### config.mk
export PLATFORM = sky130hd
export DESIGN_NAME = decode_issue_ctrl
export DESIGN_NICKNAME = d
export VERILOG_FILES = /design/src/rtl/ctrl_pkg.sv /design/src/rtl/cond_eval.sv /design/src/rtl/decode_issue_ctrl.sv
export SDC_FILE = /design/constraint.sdc
export NUM_CORES = 1
export LEC_CHECK = 0
export BUFFER_PORTS_ARGS = -buffer_cell sky130_fd_sc_hd__buf_2
export CAP_MARGIN = 20
export CORE_ASPECT_RATIO = 0.9
export CORE_MARGIN = 2
export CORE_UTILIZATION = 50
export DETAILED_ROUTE_END_ITERATION = 8
export PLACE_DENSITY = 0.79
export SYNTH_ARGS = -nofsm -noshare
export SYNTH_HDL_FRONTEND = slang
export SYNTH_HIERARCHICAL = 1
export SYNTH_SLANG_ARGS = --single-unit
### constraint.sdc
create_clock -name clk -period 3.1 [get_ports clk]
set_input_delay 0.62 -clock clk [delete_from_list [all_inputs] [get_ports clk]]
set_output_delay 0.62 -clock clk [all_outputs]
set_load 0.005 [all_outputs]
### src/rtl/ctrl_pkg.sv
// rtl/ctrl_pkg.sv - decode types, LEGv8 opcode constants and NZCV bit indices
package ctrl_pkg;

   typedef enum logic [4:0] {
      OP_ILL, OP_ADDI, OP_ADD, OP_ADDS, OP_SUB, OP_SUBS, OP_AND, OP_ORR, OP_EOR,
      OP_LSL, OP_LSR, OP_MUL, OP_DIV, OP_B, OP_BL, OP_BR, OP_CBZ, OP_BCOND,
      OP_STUR, OP_LDUR
   } op_e;

   typedef enum logic [3:0] {
      COND_EQ = 4'h0, COND_NE = 4'h1, COND_HS = 4'h2, COND_LO = 4'h3,
      COND_MI = 4'h4, COND_PL = 4'h5, COND_VS = 4'h6, COND_VC = 4'h7,
      COND_HI = 4'h8, COND_LS = 4'h9, COND_GE = 4'hA, COND_LT = 4'hB,
      COND_GT = 4'hC, COND_LE = 4'hD, COND_AL = 4'hE, COND_NV = 4'hF
   } cond_e;

   typedef struct packed {
      op_e        op;
      logic       reg2loc;
      logic       alu_src;
      logic [2:0] alu_op;
      logic       mem_write;
      logic       mem_read;
      logic       mem_to_reg;
      logic       reg_write;
      logic [4:0] rd;
      logic       uncond_br;
      logic       br_taken;
      logic       br_reg;
      logic       save_flags;
      logic [1:0] math_sel;
      logic       left_shift;
      logic       illegal;
   } ctrl_t;

   localparam int NZCV_N = 3;
   localparam int NZCV_Z = 2;
   localparam int NZCV_C = 1;
   localparam int NZCV_V = 0;

   localparam logic [2:0] ALU_AND   = 3'd0;
   localparam logic [2:0] ALU_ORR   = 3'd1;
   localparam logic [2:0] ALU_ADD   = 3'd2;
   localparam logic [2:0] ALU_EOR   = 3'd3;
   localparam logic [2:0] ALU_LSL   = 3'd4;
   localparam logic [2:0] ALU_LSR   = 3'd5;
   localparam logic [2:0] ALU_SUB   = 3'd6;
   localparam logic [2:0] ALU_PASSB = 3'd7;

   localparam logic [1:0] MATH_ALU   = 2'd0;
   localparam logic [1:0] MATH_MUL   = 2'd1;
   localparam logic [1:0] MATH_DIV   = 2'd2;
   localparam logic [1:0] MATH_SHIFT = 2'd3;

   // Short-opcode formats keep their don't-care low bits zero; the masks select significant bits.
   localparam logic [10:0] OPC_ADDI  = 11'b10010001000;
   localparam logic [10:0] OPC_ADD   = 11'b10001011000;
   localparam logic [10:0] OPC_ADDS  = 11'b10101011000;
   localparam logic [10:0] OPC_SUB   = 11'b11001011000;
   localparam logic [10:0] OPC_SUBS  = 11'b11101011000;
   localparam logic [10:0] OPC_AND   = 11'b10001010000;
   localparam logic [10:0] OPC_ORR   = 11'b10101010000;
   localparam logic [10:0] OPC_EOR   = 11'b11001010000;
   localparam logic [10:0] OPC_LSL   = 11'b11010011011;
   localparam logic [10:0] OPC_LSR   = 11'b11010011010;
   localparam logic [10:0] OPC_MUL   = 11'b10011011000;
   localparam logic [10:0] OPC_DIV   = 11'b10011010110;
   localparam logic [10:0] OPC_B     = 11'b00010100000;
   localparam logic [10:0] OPC_BL    = 11'b10010100000;
   localparam logic [10:0] OPC_BR    = 11'b11010110000;
   localparam logic [10:0] OPC_CBZ   = 11'b10110100000;
   localparam logic [10:0] OPC_BCOND = 11'b01010100000;
   localparam logic [10:0] OPC_STUR  = 11'b11111000000;
   localparam logic [10:0] OPC_LDUR  = 11'b11111000010;

   localparam logic [10:0] MASK_R    = 11'b11111111111;
   localparam logic [10:0] MASK_I    = 11'b11111111110;
   localparam logic [10:0] MASK_CB   = 11'b11111111000;
   localparam logic [10:0] MASK_B    = 11'b11111100000;

   function automatic logic opc_hit(input logic [10:0] opc, input logic [10:0] pat,
                                    input logic [10:0] mask);
      return ((opc ^ pat) & mask) == 11'd0;
   endfunction

endpackage

### src/rtl/cond_eval.sv
// rtl/cond_eval.sv - ARM condition-code evaluation against an NZCV nibble
module cond_eval
   import ctrl_pkg::*;
(
   input  logic [3:0] cond,
   input  logic [3:0] nzcv,
   output logic       taken
);
   logic n, z, c, v;
   logic base;

   assign n = nzcv[NZCV_N];
   assign z = nzcv[NZCV_Z];
   assign c = nzcv[NZCV_C];
   assign v = nzcv[NZCV_V];

   // Odd codes are the complement of the even code below them; 111x is always taken.
   always_comb begin
      base = 1'b1;
      case (cond_e'({cond[3:1], 1'b0}))
         COND_EQ: base = z;
         COND_HS: base = c;
         COND_MI: base = n;
         COND_VS: base = v;
         COND_HI: base = c & ~z;
         COND_GE: base = (n == v);
         COND_GT: base = ~z & (n == v);
         default: base = 1'b1;
      endcase
      taken = (cond[3:1] == 3'b111) ? 1'b1 : (base ^ cond[0]);
   end

endmodule

### src/rtl/decode_issue_ctrl.sv
// rtl/decode_issue_ctrl.sv - LEGv8 decode/issue stage with MUL/DIV issue blocking
// DIV decode is present only when DECODE_DIV_EN is defined.
module decode_issue_ctrl
   import ctrl_pkg::*;
#(
   parameter int unsigned MULT_LAT = 4,
   parameter int unsigned DIV_LAT  = 16
) (
   input  logic        clk,
   input  logic        reset,
   input  logic [31:0] instr,
   input  logic        instr_valid,
   output logic        instr_ready,
   input  logic        rs_zero,
   input  logic        flag_wr,
   input  logic [3:0]  flag_in,
   input  logic        flush,
   output ctrl_t       ctrl,
   output logic        ctrl_valid,
   input  logic        ctrl_ready,
   output logic        md_busy
);
   logic [5:0]  md_cnt_q, md_cnt_d;
   logic [3:0]  flag_q, flag_d;
   ctrl_t       ctrl_q, ctrl_d, dec;
   logic        ctrl_valid_q, ctrl_valid_d;
   logic        accept, cond_taken;
   logic [10:0] opc;
   logic        unused_instr_bits;

   assign opc               = instr[31:21];
   assign unused_instr_bits = ^instr[20:5];
   assign flag_d            = flag_wr ? flag_in : flag_q;

   // B.cond sees the same-cycle execute flags when they are being written.
   cond_eval u_cond_eval (
      .cond  (instr[3:0]),
      .nzcv  (flag_d),
      .taken (cond_taken)
   );

   assign instr_ready = reset & ~flush & (md_cnt_q == 6'd0) & (~ctrl_valid_q | ctrl_ready);
   assign accept      = instr_valid & instr_ready;

   always_comb begin
      dec    = '0;
      dec.rd = instr[4:0];
      if (opc_hit(opc, OPC_ADDI, MASK_I)) begin
         dec.op = OP_ADDI; dec.alu_src = 1'b1; dec.alu_op = ALU_ADD; dec.reg_write = 1'b1;
      end else if (opc_hit(opc, OPC_ADD, MASK_R)) begin
         dec.op = OP_ADD; dec.alu_op = ALU_ADD; dec.reg_write = 1'b1;
      end else if (opc_hit(opc, OPC_ADDS, MASK_R)) begin
         dec.op = OP_ADDS; dec.alu_op = ALU_ADD; dec.reg_write = 1'b1; dec.save_flags = 1'b1;
      end else if (opc_hit(opc, OPC_SUB, MASK_R)) begin
         dec.op = OP_SUB; dec.alu_op = ALU_SUB; dec.reg_write = 1'b1;
      end else if (opc_hit(opc, OPC_SUBS, MASK_R)) begin
         dec.op = OP_SUBS; dec.alu_op = ALU_SUB; dec.reg_write = 1'b1; dec.save_flags = 1'b1;
      end else if (opc_hit(opc, OPC_AND, MASK_R)) begin
         dec.op = OP_AND; dec.alu_op = ALU_AND; dec.reg_write = 1'b1;
      end else if (opc_hit(opc, OPC_ORR, MASK_R)) begin
         dec.op = OP_ORR; dec.alu_op = ALU_ORR; dec.reg_write = 1'b1;
      end else if (opc_hit(opc, OPC_EOR, MASK_R)) begin
         dec.op = OP_EOR; dec.alu_op = ALU_EOR; dec.reg_write = 1'b1;
      end else if (opc_hit(opc, OPC_LSL, MASK_R)) begin
         dec.op = OP_LSL; dec.alu_src = 1'b1; dec.alu_op = ALU_LSL; dec.reg_write = 1'b1;
         dec.math_sel = MATH_SHIFT; dec.left_shift = 1'b1;
      end else if (opc_hit(opc, OPC_LSR, MASK_R)) begin
         dec.op = OP_LSR; dec.alu_src = 1'b1; dec.alu_op = ALU_LSR; dec.reg_write = 1'b1;
         dec.math_sel = MATH_SHIFT;
      end else if (opc_hit(opc, OPC_MUL, MASK_R)) begin
         dec.op = OP_MUL; dec.reg_write = 1'b1; dec.math_sel = MATH_MUL;
`ifdef DECODE_DIV_EN
      end else if (opc_hit(opc, OPC_DIV, MASK_R)) begin
         dec.op = OP_DIV; dec.reg_write = 1'b1; dec.math_sel = MATH_DIV;
`endif
      end else if (opc_hit(opc, OPC_B, MASK_B)) begin
         dec.op = OP_B; dec.uncond_br = 1'b1; dec.br_taken = 1'b1;
      end else if (opc_hit(opc, OPC_BL, MASK_B)) begin
         dec.op = OP_BL; dec.uncond_br = 1'b1; dec.br_taken = 1'b1; dec.reg_write = 1'b1;
         dec.rd = 5'd30;
      end else if (opc_hit(opc, OPC_BR, MASK_R)) begin
         dec.op = OP_BR; dec.br_reg = 1'b1;
      end else if (opc_hit(opc, OPC_CBZ, MASK_CB)) begin
         dec.op = OP_CBZ; dec.reg2loc = 1'b1; dec.alu_op = ALU_PASSB; dec.br_taken = rs_zero;
      end else if (opc_hit(opc, OPC_BCOND, MASK_CB)) begin
         dec.op = OP_BCOND; dec.br_taken = cond_taken;
      end else if (opc_hit(opc, OPC_STUR, MASK_R)) begin
         dec.op = OP_STUR; dec.reg2loc = 1'b1; dec.alu_src = 1'b1; dec.alu_op = ALU_ADD;
         dec.mem_write = 1'b1;
      end else if (opc_hit(opc, OPC_LDUR, MASK_R)) begin
         dec.op = OP_LDUR; dec.alu_src = 1'b1; dec.alu_op = ALU_ADD; dec.mem_read = 1'b1;
         dec.mem_to_reg = 1'b1; dec.reg_write = 1'b1;
      end else begin
         dec.op = OP_ILL; dec.illegal = 1'b1;
      end
   end

   // Flush kills only the output slot; the issue-block counter keeps running.
   always_comb begin
      ctrl_d       = ctrl_q;
      ctrl_valid_d = ctrl_valid_q;
      md_cnt_d     = md_cnt_q;
      if (accept) begin
         ctrl_d = dec;
      end
      if (flush) begin
         ctrl_valid_d = 1'b0;
      end else if (accept) begin
         ctrl_valid_d = 1'b1;
      end else if (ctrl_ready) begin
         ctrl_valid_d = 1'b0;
      end
      if (accept && dec.op == OP_MUL) begin
         md_cnt_d = 6'(MULT_LAT);
      end else if (accept && dec.op == OP_DIV) begin
         md_cnt_d = 6'(DIV_LAT);
      end else if (md_cnt_q != 6'd0) begin
         md_cnt_d = md_cnt_q - 6'd1;
      end
   end

   always_ff @(posedge clk) begin
      if (!reset) begin
         ctrl_q       <= '0;
         ctrl_valid_q <= 1'b0;
         md_cnt_q     <= 6'd0;
         flag_q       <= 4'd0;
      end else begin
         ctrl_q       <= ctrl_d;
         ctrl_valid_q <= ctrl_valid_d;
         md_cnt_q     <= md_cnt_d;
         flag_q       <= flag_d;
      end
   end

   assign ctrl       = ctrl_q;
   assign ctrl_valid = ctrl_valid_q;
   assign md_busy    = (md_cnt_q != 6'd0);

endmodule

==> results of run 1 <==
-- layout make-up --
class	count	area, µm²	share of cell area (%)
Clock buffer	5	68.8	2.70
Multi-Input combinational cell	196	1310	51.6
Sequential cell	37	741	29.1
Tap cell	48	60.1	2.36
Timing Repair Buffer	62	325	12.8
Inverter	5	18.8	0.737
Clock inverter	3	17.5	0.688
-- how the worst min path moves through the flow --
| stage | endpoint | cells after the start | slack, ns | from |
|---|---|---|---|---|
| floorplan | ctrl[17] | 2 | 0.46 | ctrl[17] |
| global placement | ctrl[1] | 2 | 0.45 | ctrl[1] |
| detailed placement | ctrl[1] | 2 | 0.46 | ctrl[1] |
| CTS | ctrl[1] | 2 | 0.46 | ctrl[1] |
| global route | ctrl[0] | 2 | 0.49 | ctrl[0] |
| finish | ctrl[1] | 2 | 0.46 | ctrl[1] |
-- routing by layer --
metal	vias to the layer above	track usage [%]	routed length, µm	share of wire, %
li1	1030	-	-	-
met1	970	33.3	2460	44
met2	117	36.7	2500	45
met3	11	7.32	520	9.4
met4	0	6.25	51	0.92
met5	-	0	0	0
-- flip-flops by register name, indices dropped and copies added, names as in the netlist --
signal / flops
md_cnt_q: 6
flag_q: 4
ctrl: 26
ctrl_valid: 1
-- metrics by stage --
step                      worst slack (ns)  util [%]  instances  power, mW
after floorplan                      0.656         -        254      0.834
after global placement               0.390      59.9        348      0.935
after detailed placement             0.339      59.9        348      0.948
after CTS                            0.503      62.1        356       1.29
after global routing                 0.384      62.1        356       1.36
final                                0.510      62.1        356       1.28
-- layout by cell type (no fill, tap or decap), drive strengths merged, types with 2 or more instances in the layout --
cell | netlist | final
nand4 | 4 | 4
o21a | 2 | 2
a311oi | 2 | 2
xnor2 | 3 | 3
a21oi | 14 | 14
or4 | 3 | 3
o41ai | 2 | 2
and4b | 3 | 3
a22oi | 6 | 6
nor3 | 10 | 10
and3 | 2 | 2
a211oi | 2 | 2
mux2i | 3 | 3
nor4b | 2 | 2
clkbuf | 11 | 5
a21boi | 7 | 7
nor3b | 8 | 8
o21ai | 9 | 9
clkinv | 0 | 2
nor2b | 10 | 10
xor2 | 2 | 2
dfxtp | 37 | 37
nand3 | 10 | 10
nand2b | 5 | 5
buf | 5 | 62
inv | 5 | 5
mux2 | 4 | 4
nand2 | 19 | 19
nor4 | 6 | 6
o211ai | 2 | 2
and2 | 10 | 10
o22ai | 2 | 2
o31ai | 4 | 4
or3b | 2 | 2
nor2 | 24 | 24
a31oi | 3 | 3
-- where the power goes --
part | internal (mW) | switching, mW | leakage (nW)
sequential | 0.527 | 0.0394 | 0.300
clock | 0.155 | 0.183 | 0.0439
combinational | 0.169 | 0.208 | 0.690
-- worst max-delay path, stage by stage (launching register included) --
cell and delay [ns]:
dfxtp_1 0.32, inv_1 0.09, ha_1 0.21, or3b_4 0.43
nor3_4 0.27, nand3_2 0.18, or3_4 0.43, o41ai_4 0.44
a211oi_1 0.10
-- logic make-up after synthesis --
kind of cell,synth area share (%)
buf+inv,4.37
fa+ha+maj,0.582
simple gates,34.4
xor+xnor,2.04
compound gates,20.7
mux,3.49
flops,34.5
==> metrics.cfg, run 1 <==
[run_status]
status=finished clean

[critical_path]
cp-start-kind=register
crit_end=md_cnt_q[3]
critPathKind=register to register
startpoint=md_cnt_q[0]
r2r_start=md_cnt_q[0]
worstRegToRegCells=8
reg2reg_slack_ns=0.51
cp-end-kind=register
r2r-end=md_cnt_q[3]
worstPathRequired_ns=3.26
critPathArrivalTime_ns=2.75
cp_max_fo=7

[yosys]
synth-seq-cells=37
syn_avg_cell_area_um2=8.46
synth_edf_count=0
yosysUniqueCellTypes=53
yosys_warnings=6
netlist_area_um2=2150
syn_inst=254
synthesis.nets=298
synth.area.top_cells=dfxtp_1 (34%), nor2_1 (4.2%), nand2_1 (3.3%)
synth_ff_type=dfxtp_1
synth_top_area_share_pct=34.5
synthArstFlopShare_pct=0
yosysMostFrequentCell=dfxtp_1
yosysTopAreaCell=dfxtp_1
synth_top_cells_by_count=dfxtp_1 (37), nor2_1 (24), nand2_1 (19)
yosysSeqAreaShare_pct=34.5

[finish]
areaGrowthSynthToFinish_pct=18.5
design_area_um2=2540
fill_cells=394
n_antenna_cell=0
drive_gt1_share_pct=27.9
final_nets=351

[timing]
rsz0062_at_grt=false
fin_skew_ns=0.00557
fmax_mhz=386
setup-tns-final_ns=0
finalSetupViolations=0
worst_slew_pin_slew_ns=0.627
maxSlewViolCount=0
min_period_ns=2.59
fin_crit_sh_pct=83.5
hold_viol=0
whs_ns=0.461
relSlewSlack_pct=58.1

[route]
wirelength_mm=5.54
viasPerCell=5.98
drc=0
ant_nets=0
drtIter0Drc=249
routedWlPerCell_um=15.6
dr.pass1.iters=5
vias=2128

[placement]
place_hpwl_mm=3.96
place.gp.congestion=0.932
place_area_um2=2460
numPortBuffers=56

[global_route]
grt.total_usage_pct=24.2
grt_remaining_overflow=0
grt_pass1_vias=1884
grt_pass1_wl_mm=9.06
grt_max_degree=33
antenna_found_initial=0

[clock_tree]
cts_sinks=37
cts_resized=0
clk_pin_slew_ns=0.08
cts_setup_buffers=0
ctsLongestPathBuffers=2
cts_tree=yes
cts_max_level=2
cts_hold_buf=0
worstSkewPairLatency_ns=0.29
cts_root_buffer=clkbuf_8
numCtsBuffers=5

[floorplan]
pin_count=73
core_um2=4100
design.die.area_um2=4840
start_util_pct=52.4
die_h_um=66.2
dieWidth_um=73.1
rows=22

[power]
p_per_area_nw_per_um2=504
leakagePower_nw=1.03
vdd.ir_drop.worst_v=0.000337

[min_path]
hold_path.class=register to register

[flow_run]
max-cap-violations=0

Note: power is estimated with default switching activity, not from simulation.
==> run 2: changes to the inputs <==
- ABC_AREA: unset -> 1
- clock period: 3.1 -> 2.4 ns (I/O delays scaled with it)
==> metrics.cfg, run 2 <==
[power]
leakagePower_nw=1.34
switching_power_mw=0.580
pwr-share-clk_pct=31.5
vdd.ir_drop.worst_v=0.000459
p_per_area_nw_per_um2=711
internal_power_mw=1.22
seqPwrFrac_pct=41.1
p_comb_share_pct=27.3
p_sw_share_pct=32.2

[route]
ant_nets=0
drc=0
dr.pass1.iters=4
routedWlPerCell_um=12.4
vias=2291
wirelength_mm=5.43
drtIter0Drc=140
viasPerCell=5.24

[floorplan]
core_um2=4070
design.die.area_um2=4740
die_h_um=65.5
pin_count=73
start_util_pct=51.7
dieWidth_um=72.4
rows=22

[critical_path]
cp-end-kind=output port
cp-start-kind=register
worstRegToRegCells=9
cp_max_fo=6
r2r_start=md_cnt_q[0]
r2r-end=ctrl[17]
critPathKind=register to output port
worstPathRequired_ns=1.92
critPathArrivalTime_ns=1.67
reg2reg_slack_ns=0.60

[clock_tree]
cts_setup_buffers=0
cts_sinks=37
cts_tree=yes
cts_resized=0
worstSkewPairLatency_ns=0.29
cts_root_buffer=clkbuf_8
ctsLongestPathBuffers=2
clk_pin_slew_ns=0.07
cts_hold_buf=0
numCtsBuffers=5
cts_max_level=2

[yosys]
synthesis.nets=374
syn_inst=330
synth.area.top_cells=dfxtp_1 (35%), nand2_1 (14%), nor2_1 (8.6%)
netlist_area_um2=2100
synth_top_cells_by_count=nand2_1 (80), nor2_1 (48), inv_1 (40)
synth_top_area_share_pct=35.2
yosysTopAreaCell=dfxtp_1
yosys_warnings=6
yosysSeqAreaShare_pct=35.2
synth-seq-cells=37
synth_edf_count=0
yosysUniqueCellTypes=34
syn_avg_cell_area_um2=6.38
yosysMostFrequentCell=nand2_1
synthArstFlopShare_pct=0
synth_ff_type=dfxtp_1

[timing]
maxSlewViolCount=0
fmax_mhz=466
relSlewSlack_pct=65.5
worst_slew_pin_slew_ns=0.515
hold_viol=0
finalSetupViolations=0
setup-tns-final_ns=0
min_period_ns=2.15
fin_skew_ns=0.00596
rsz0062_at_grt=false
fin_crit_sh_pct=89.5

[finish]
final_common_cell=nand2_1
largest_register_ffs=26
drive_gt1_share_pct=21.1
areaGrowthSynthToFinish_pct=20.6
n_antenna_cell=0
fin_cells=437
final_nets=432
layout_common_cells=nand2_1 (80), buf_2 (56), nor2_1 (48)

[global_route]
grt_pass1_wl_mm=8.94
grt_remaining_overflow=0
grt_busiest_layer=met2
use_met3_pct=5.83
grt_pass1_vias=2135
grt.total_usage_pct=24.2
antenna_found_initial=0
grt_util_met2_pct=42.5
use_met1_pct=28.3
grt_max_degree=25

[placement]
place_hpwl_mm=4.21
numPortBuffers=56
place.gp.congestion=0.981
dp.cells=429

[min_path]
worstHoldStart=instr[4]
worstHoldEndpoint=ctrl[12]
hold_path.class=primary input to register
hold_depth=3

[run_status]
status=finished clean

[flow_run]
max-cap-violations=0

==> run 2: cell count changes in the layout (fill, tap and decap cells not counted), sizes merged, moves of 6 or more <==
cell	previous run	this run
a21oi	14	23
nor2	24	54
nand3	10	30
a21boi	7	0
a22oi	6	0
nor2b	10	0
and2	10	0
inv	5	42
nor3b	8	0
nand2	19	82
==> run 2: layout make-up <==
type	count	area, µm²
fillers	424	1540
multi-input cells	242	1150
flip-flops and latches	37	741
repair buffers	58	295
inverters	44	166
clock buffers	6	82.6
well taps	48	60.1
clock inverters	2	37.5
==> run 2: power groups by stage <==
| stage | clock network [mW] | registers (mW) | logic (mW) |
|---|---|---|---|
| 2_1_floorplan | 0 | 0.750 | 0.356 |
| 3_3_place_gp | 0 | 0.752 | 0.485 |
| 3_5_place_dp | 0 | 0.754 | 0.496 |
| 4_1_cts | 0.578 | 0.741 | 0.498 |
| 5_1_grt | 0.604 | 0.749 | 0.575 |
| 6_report | 0.568 | 0.742 | 0.493 |
==> run 2: worst max-delay path by stage <==
stage                           start  cells past startpoint  slack [ns]           to
after detailed placement      flag_wr                     16        0.51      ctrl[6]
after CTS                 md_cnt_q[0]                      7        0.23  instr_ready
after global routing      md_cnt_q[0]                      7        0.08  instr_ready
final                     md_cnt_q[0]                      7        0.25  instr_ready
after floorplan           md_cnt_q[0]                      6        0.82  instr_ready
after global placement      instr[30]                      8        0.52  md_cnt_q[3]
==> run 2: per-stage QoR <==
stage	worst slack (ns)	area [µm²]	hold slack [ns]	utilization (%)	power [mW]
after floorplan	0.817	2100	0.439	-	1.11
after detailed placement	0.515	2420	0.454	59.3	1.25
after global placement	0.517	2420	0.449	59.3	1.24
after global routing	0.0811	2540	0.441	62.3	1.93
final	0.253	2540	0.419	62.3	1.80
after CTS	0.231	2540	0.418	62.3	1.82
==> run 2: metal layers <==
metal / part of all wire, % / routed length [µm]
met4: 2.1 / 116
met5: 0 / 0
met1: 46 / 2480
met2: 47 / 2540
met3: 5.4 / 295
==> run 2: logic make-up (layout without fill, tap and decap cells) <==
family	count (synthesis)	after routing	share of synthesized area, %
XOR/XNOR	2	2	0.832
AO/OA/AOI/OAI	46	46	12.1
flip-flops	37	37	35.2
AND/OR/NAND/NOR	193	193	41.3
buffers and inverters	51	110	9.93
adder cells (fa/ha/maj)	1	1	0.594
==> run 2: critical path, cell delays in order (launching register included) <==
cell and delay [ns]:
dfxtp_1 0.32, inv_1 0.09, ha_1 0.18, nand2_1 0.08, nor2_2 0.22, inv_1 0.15
nor3_1 0.18, buf_2 0.15
